**src/rtl/cpu_types_pkg.sv**
```systemverilog
// Shared types for the dual-core RAM arbiter: RAM handshake states, the
// data word, the arbiter FSM encoding and the latched grant record.
package cpu_types_pkg;

    localparam int NUM_CORES = 2;
    localparam int WORD_W    = 32;

    typedef logic [WORD_W-1:0] word_t;

    // Status reported by the RAM each cycle; only ACCESS completes a transfer.
    typedef enum logic [1:0] {
        FREE   = 2'd0,
        BUSY   = 2'd1,
        ACCESS = 2'd2,
        ERROR  = 2'd3
    } ramstate_t;

    // Arbiter FSM: IDLE picks a requester, SERVE owns the RAM for it.
    typedef enum logic {
        IDLE  = 1'b0,
        SERVE = 1'b1
    } arb_state_t;

    // Which of a core's three request lines a grant belongs to.
    typedef enum logic [1:0] {
        KIND_IFETCH = 2'd0,
        KIND_DREAD  = 2'd1,
        KIND_DWRITE = 2'd2
    } req_kind_t;

    typedef logic core_id_t;

    typedef struct packed {
        core_id_t  core;
        req_kind_t kind;
    } grant_t;

    // Inside one core a store beats a load, and any data access beats a fetch.
    function automatic req_kind_t pick_kind(input logic dren, input logic dwen);
        req_kind_t kind;
        if (dwen) begin
            kind = KIND_DWRITE;
        end else if (dren) begin
            kind = KIND_DREAD;
        end else begin
            kind = KIND_IFETCH;
        end
        return kind;
    endfunction

endpackage

```
**src/rtl/arb_select.sv**
```systemverilog
// Combinational requester selection for the RAM arbiter.
// Picks the core to serve next and which of its requests goes first.
// Build option: define ARB_ROUND_ROBIN_EN to alternate cores on a tie;
// otherwise core 0 always wins a tie.
module arb_select
    import cpu_types_pkg::*;
(
    input  logic [NUM_CORES-1:0] iren_i,
    input  logic [NUM_CORES-1:0] dren_i,
    input  logic [NUM_CORES-1:0] dwen_i,
    input  core_id_t             last_core_i,
    output core_id_t             core_o,
    output req_kind_t            kind_o,
    output logic                 valid_o
);

    logic [NUM_CORES-1:0] core_req;

    assign core_req = iren_i | dren_i | dwen_i;
    assign valid_o  = |core_req;

`ifndef ARB_ROUND_ROBIN_EN
    // Fixed priority ignores the history; keep it visibly consumed.
    logic unused_last_core;
    assign unused_last_core = last_core_i;
`endif

    // Choose between cores: a lone requester wins, a tie follows the policy.
    always_comb begin
        // NOTE: every output of a combinational block gets a default first,
        // so no path through the block can leave it unassigned (no latch).
        core_o = 1'b0;
        if (core_req == 2'b10) begin
            core_o = 1'b1;
        end else if (core_req == 2'b11) begin
`ifdef ARB_ROUND_ROBIN_EN
            core_o = ~last_core_i;
`else
            core_o = 1'b0;
`endif
        end
    end

    // Choose the request kind within the selected core.
    always_comb begin
        kind_o = pick_kind(dren_i[core_o], dwen_i[core_o]);
    end

endmodule

```
**src/rtl/ram_arbiter.sv**
```systemverilog
// Two-core RAM arbiter: shares one single-port RAM between the instruction
// and data ports of two cores, with at most one RAM transaction in flight.
// IDLE selects a requester and latches {core, kind}; SERVE drives the RAM
// from that requester's live inputs until ramstate reports ACCESS or the
// request is withdrawn.
// Build option: ARB_ROUND_ROBIN_EN (round-robin between cores on a tie;
// default build uses fixed priority with core 0 first).
module ram_arbiter
    import cpu_types_pkg::*;
(
    input  logic                 CLK,
    input  logic                 nRST,
    // core-side requests
    input  logic [NUM_CORES-1:0] iREN,
    input  logic [NUM_CORES-1:0] dREN,
    input  logic [NUM_CORES-1:0] dWEN,
    input  word_t [NUM_CORES-1:0] iaddr,
    input  word_t [NUM_CORES-1:0] daddr,
    input  word_t [NUM_CORES-1:0] dstore,
    // core-side responses
    output logic [NUM_CORES-1:0] iwait,
    output logic [NUM_CORES-1:0] dwait,
    output word_t [NUM_CORES-1:0] iload,
    output word_t [NUM_CORES-1:0] dload,
    // RAM side
    output logic                 ramREN,
    output logic                 ramWEN,
    output word_t                ramaddr,
    output word_t                ramstore,
    input  word_t                ramload,
    input  ramstate_t            ramstate
);

    arb_state_t state_q, state_d;
    grant_t     grant_q, grant_d;
    core_id_t   last_q,  last_d;

    core_id_t   sel_core;
    req_kind_t  sel_kind;
    logic       sel_valid;

    logic       req_live;
    logic       serving;
    logic       completing;

    arb_select u_arb_select (
        .iren_i      (iREN),
        .dren_i      (dREN),
        .dwen_i      (dWEN),
        .last_core_i (last_q),
        .core_o      (sel_core),
        .kind_o      (sel_kind),
        .valid_o     (sel_valid)
    );

    // Track whether the latched requester is still asking for the RAM.
    always_comb begin
        req_live = 1'b0;
        case (grant_q.kind)
            KIND_IFETCH: req_live = iREN[grant_q.core];
            KIND_DREAD:  req_live = dREN[grant_q.core];
            KIND_DWRITE: req_live = dWEN[grant_q.core];
            default:     req_live = 1'b0;
        endcase
    end

    assign serving    = (state_q == SERVE) && req_live;
    assign completing = serving && (ramstate == ACCESS);

    // Next-state logic: grant in IDLE, retire on ACCESS or on a withdrawn request.
    always_comb begin
        state_d = state_q;
        grant_d = grant_q;
        last_d  = last_q;
        case (state_q)
            IDLE: begin
                if (sel_valid) begin
                    grant_d.core = sel_core;
                    grant_d.kind = sel_kind;
                    state_d      = SERVE;
                end
            end
            SERVE: begin
                if (!req_live) begin
                    // Abandoned request: leave the arbitration history alone.
                    state_d = IDLE;
                end else if (ramstate == ACCESS) begin
                    state_d = IDLE;
                    last_d  = grant_q.core;
                end
            end
            default: state_d = IDLE;
        endcase
    end

    // FSM state, latched grant and last-served core.
    always_ff @(posedge CLK or negedge nRST) begin
        if (!nRST) begin
            state_q <= IDLE;
            grant_q <= '0;
            last_q  <= 1'b1;
        end else begin
            // NOTE: clocked state uses non-blocking assignments so every
            // register samples the pre-edge values regardless of statement order.
            state_q <= state_d;
            grant_q <= grant_d;
            last_q  <= last_d;
        end
    end

    // RAM drive, wait bits and load routing.
    always_comb begin
        ramREN   = 1'b0;
        ramWEN   = 1'b0;
        ramaddr  = '0;
        ramstore = '0;
        iload    = '0;
        dload    = '0;
        // A raised request stalls unless it is the one completing this cycle.
        iwait    = iREN;
        dwait    = dREN | dWEN;

        if (serving) begin
            ramREN  = (grant_q.kind != KIND_DWRITE);
            ramWEN  = (grant_q.kind == KIND_DWRITE);
            ramaddr = (grant_q.kind == KIND_IFETCH) ? iaddr[grant_q.core]
                                                    : daddr[grant_q.core];
            if (grant_q.kind == KIND_DWRITE) begin
                ramstore = dstore[grant_q.core];
            end
        end

        if (completing) begin
            if (grant_q.kind == KIND_IFETCH) begin
                iwait[grant_q.core] = 1'b0;
                iload[grant_q.core] = ramload;
            end else begin
                dwait[grant_q.core] = 1'b0;
                dload[grant_q.core] = ramload;
            end
        end
    end

endmodule

```
**config.mk**
```make
export PLATFORM = sky130hd
export DESIGN_NAME = ram_arbiter
export DESIGN_NICKNAME = d
export VERILOG_FILES = /design/src/rtl/cpu_types_pkg.sv /design/src/rtl/arb_select.sv /design/src/rtl/ram_arbiter.sv
export SDC_FILE = /design/constraint.sdc
export NUM_CORES = 1
export LEC_CHECK = 0
export ABC_AREA = 1
export ABC_CLOCK_PERIOD_IN_PS = 1800
export CORE_AREA = 3 3 167 169
export DETAILED_ROUTE_END_ITERATION = 7
export DIE_AREA = 0 0 170 172
export PLACE_DENSITY = 0.42
export RECOVER_POWER = 50
export SLEW_MARGIN = 20
export SYNTH_ARGS = -nofsm -noshare
export SYNTH_HDL_FRONTEND = slang
export SYNTH_HIERARCHICAL = 1
export SYNTH_SLANG_ARGS = --single-unit
```
**constraint.sdc**
```tcl
create_clock -name CLK -period 1.8 [get_ports CLK]
set_clock_uncertainty 0.1 [all_clocks]
set_input_delay 0.27 -clock CLK [delete_from_list [all_inputs] [get_ports CLK]]
set_output_delay 0.27 -clock CLK [all_outputs]
set_load 0.05 [all_outputs]
```
==> flow_summary.yaml <==
critical_path:
  critPathSlowestCell: "dfrtp_2"
  setup.worst_path.end_class: "output port"
  slowest_delay_ns: 0.43
  cp_common_cell: "buf_12"
  crit_start: "grant_q[2]$_DFFE_PN0P_"
  path_class: "register to output port"
  worstPathRequired_ns: 1.43
  start_kind: "register"
  cp_max_fo: 8
  arrival_ns: 1.97
  crit_chain: "buf_12 > nand2_4 > nand3_4 > nand3_4 > nand4_1 > buf_6 > buf_12 > buf_4 > nor2_4 > buf_12"
  r2r_start: "grant_q[2]$_DFFE_PN0P_"
clock_tree:
  clk_latency_ns: 0.23
  cts_tree: "done"
  clkTransAtPathRegs_ns: 0.03
  ctsHoldBuffers: 0
  clock-root-buffer: "clkbuf_16"
  htreeDepth: 1
  clk_path_buf_depth: 2
  cts_inserted_buffers: 3
  cts.sink_count: 4
timing:
  max_slew.worst_pin.slew_ns: 0.502
  hold_viol_final: 0
  final-setup-viol-count: 199
  slew_headroom_pct: 66.5
  fmax_ghz: 0.428
  setup_slack_ns: -0.536
  finalCriticalPeriod_ns: 2.34
  slew_violations: 0
  finalCritPeriodShare_pct: 130
  rsz0062_at_grt: "yes"
placed_design:
  dp_hpwl_um: 19900
  portBuffers: 431
  dpl.cell_count: 1374
  gp_congestion: 0.757
  dpl_cell_area_um2: 11100
drt:
  routed_wl_um: 25000
  dr.pass1.iters: 4
  avgViaCountPerCell: 3.89
  drt-wirelength-per-cell_um: 17.6
  drtIter0Drc: 133
  drc: 0
  ant_nets: 0
  vias: 5513
grt:
  gr-usage-all-layers_pct: 15.0
  grt_pass1_vias: 5388
  grt_max_degree: 33
  grt.overflow.total: 0
  antenna_found_initial: 0
  grt_pass1_wl_um: 33900
floorplan:
  die_w_um: 170
  dieArea_um2: 29200
  ios: 432
  rows: 60
  fp.dieH_um: 172
  core_um2: 26700
  initial_core_util_pct: 9.83
final_layout:
  nets: 1312
  layout-drive-gt1-share_pct: 53.4
  antenna_cells: 0
  fin_cells: 1417
  finalInstanceArea_um2: 12400
  synthToLayoutAreaGrowth_pct: 373
  n_fill_cell: 2555
power:
  power.density_nw_per_um2: 973
  p_total_mw: 12.1
  ir_drop_uv: 524
  static-leakage-power_nw: 4.94
status:
  failed_checks: "negative setup slack"
  status: "finished with violations"
synthesis:
  synth.avg_cell_area_um2: 4.66
  syn_inst: 564
  synthesis.area_um2: 2630
  yosys_warnings: 6
  syn_nets: 798
flow_run:
  cap_viol_max_count: 0
hold_path:
  hold_path_class: "input port to async pin"
[repair_timing]
item,4_1_cts,5_1_grt
pin swaps,9,13
gates resized for setup,113,60
endpoints found under the setup margin,198,199
cloned,6,8
endpoints found under the hold margin,0,0
buffers inserted,9,19
[routing by layer]
layer | GRT usage, % | share of wire [%] | vias to the layer above
li1 | - | - | 2761
met1 | 16.9 | 37 | 2521
met2 | 29.6 | 55 | 212
met3 | 3.20 | 6.5 | 19
met4 | 1.94 | 1.3 | 0
met5 | 0 | 0 | -
[path summary, 6_finish.rpt]
path	end	slack, ns	depth (start not counted)
setup / recovery	dload[53]	-0.54	10
hold / removal	state_q$_DFF_PN0_	0.23	1
setup reg to reg	state_q$_DFF_PN0_	-0.01	10
hold reg to reg	grant_q[2]$_DFFE_PN0P_	0.67	3
max in group asynchronous	grant_q[1]$_DFFE_PN0P_	1.17	1
min in group CLK	grant_q[2]$_DFFE_PN0P_	0.54	7
[area by class of cell]
cell class	count	area [um^2]	share of cell area [%]
Clock buffer	3	75.1	0.604
Inverter	80	308	2.48
Multi-Input combinational cell	443	3650	29.4
Sequential cell	4	104	0.836
Tap cell	341	427	3.44
Timing Repair Buffer	546	7850	63.2
[sequential cells by signal, summed over array words and instances (netlist names)]
signal	cells
state_q	1
grant_q	3
[per-stage QoR]
stage | setup TNS [ns] | hold slack, ns | util, % | worst slack, ns
after floorplan | -33.49 | -0.126 | - | -0.287
after CTS | -86.54 | 0.156 | 44.4 | -0.517
after global routing | -107.02 | 0.237 | 46.5 | -0.615
after detailed placement | -98.89 | 0.393 | 41.6 | -0.612
final | -88.71 | 0.227 | 46.5 | -0.536
after global placement | -94.80 | 0.387 | 41.6 | -0.588
[power by group]
group / switching (mW) / internal [mW] / leakage (nW)
clock network: 0.0623 / 0.284 / 0.0370
registers: 0.114 / 0.143 / 0.0434
logic: 6.12 / 5.36 / 4.86
total: 6.30 / 5.79 / 4.94
[critical path: cells and delay by family, from the launching register on]
family | cells | cell delay (ns)
and+or+nand+nor | 5 | 0.53
DFF | 1 | 0.43
buffers and inverters | 5 | 0.77
[layout by cell type, fill, tap and decap left out, drive strengths merged]
master	instances
buf	307
clkdlybuf4s50	227
nor2	185
nand2	142
inv	80
a21oi	33
mux2i	32
nand3	29
nand4	15
clkbuf	9
dfrtp	4
dlymetal6s2s	3
a21boi	2
dlygate4sd2	2
a22oi	2
o21ai	1
dlygate4sd3	1
nor3	1
o21bai	1
Power figures use the tool's default switching activity.
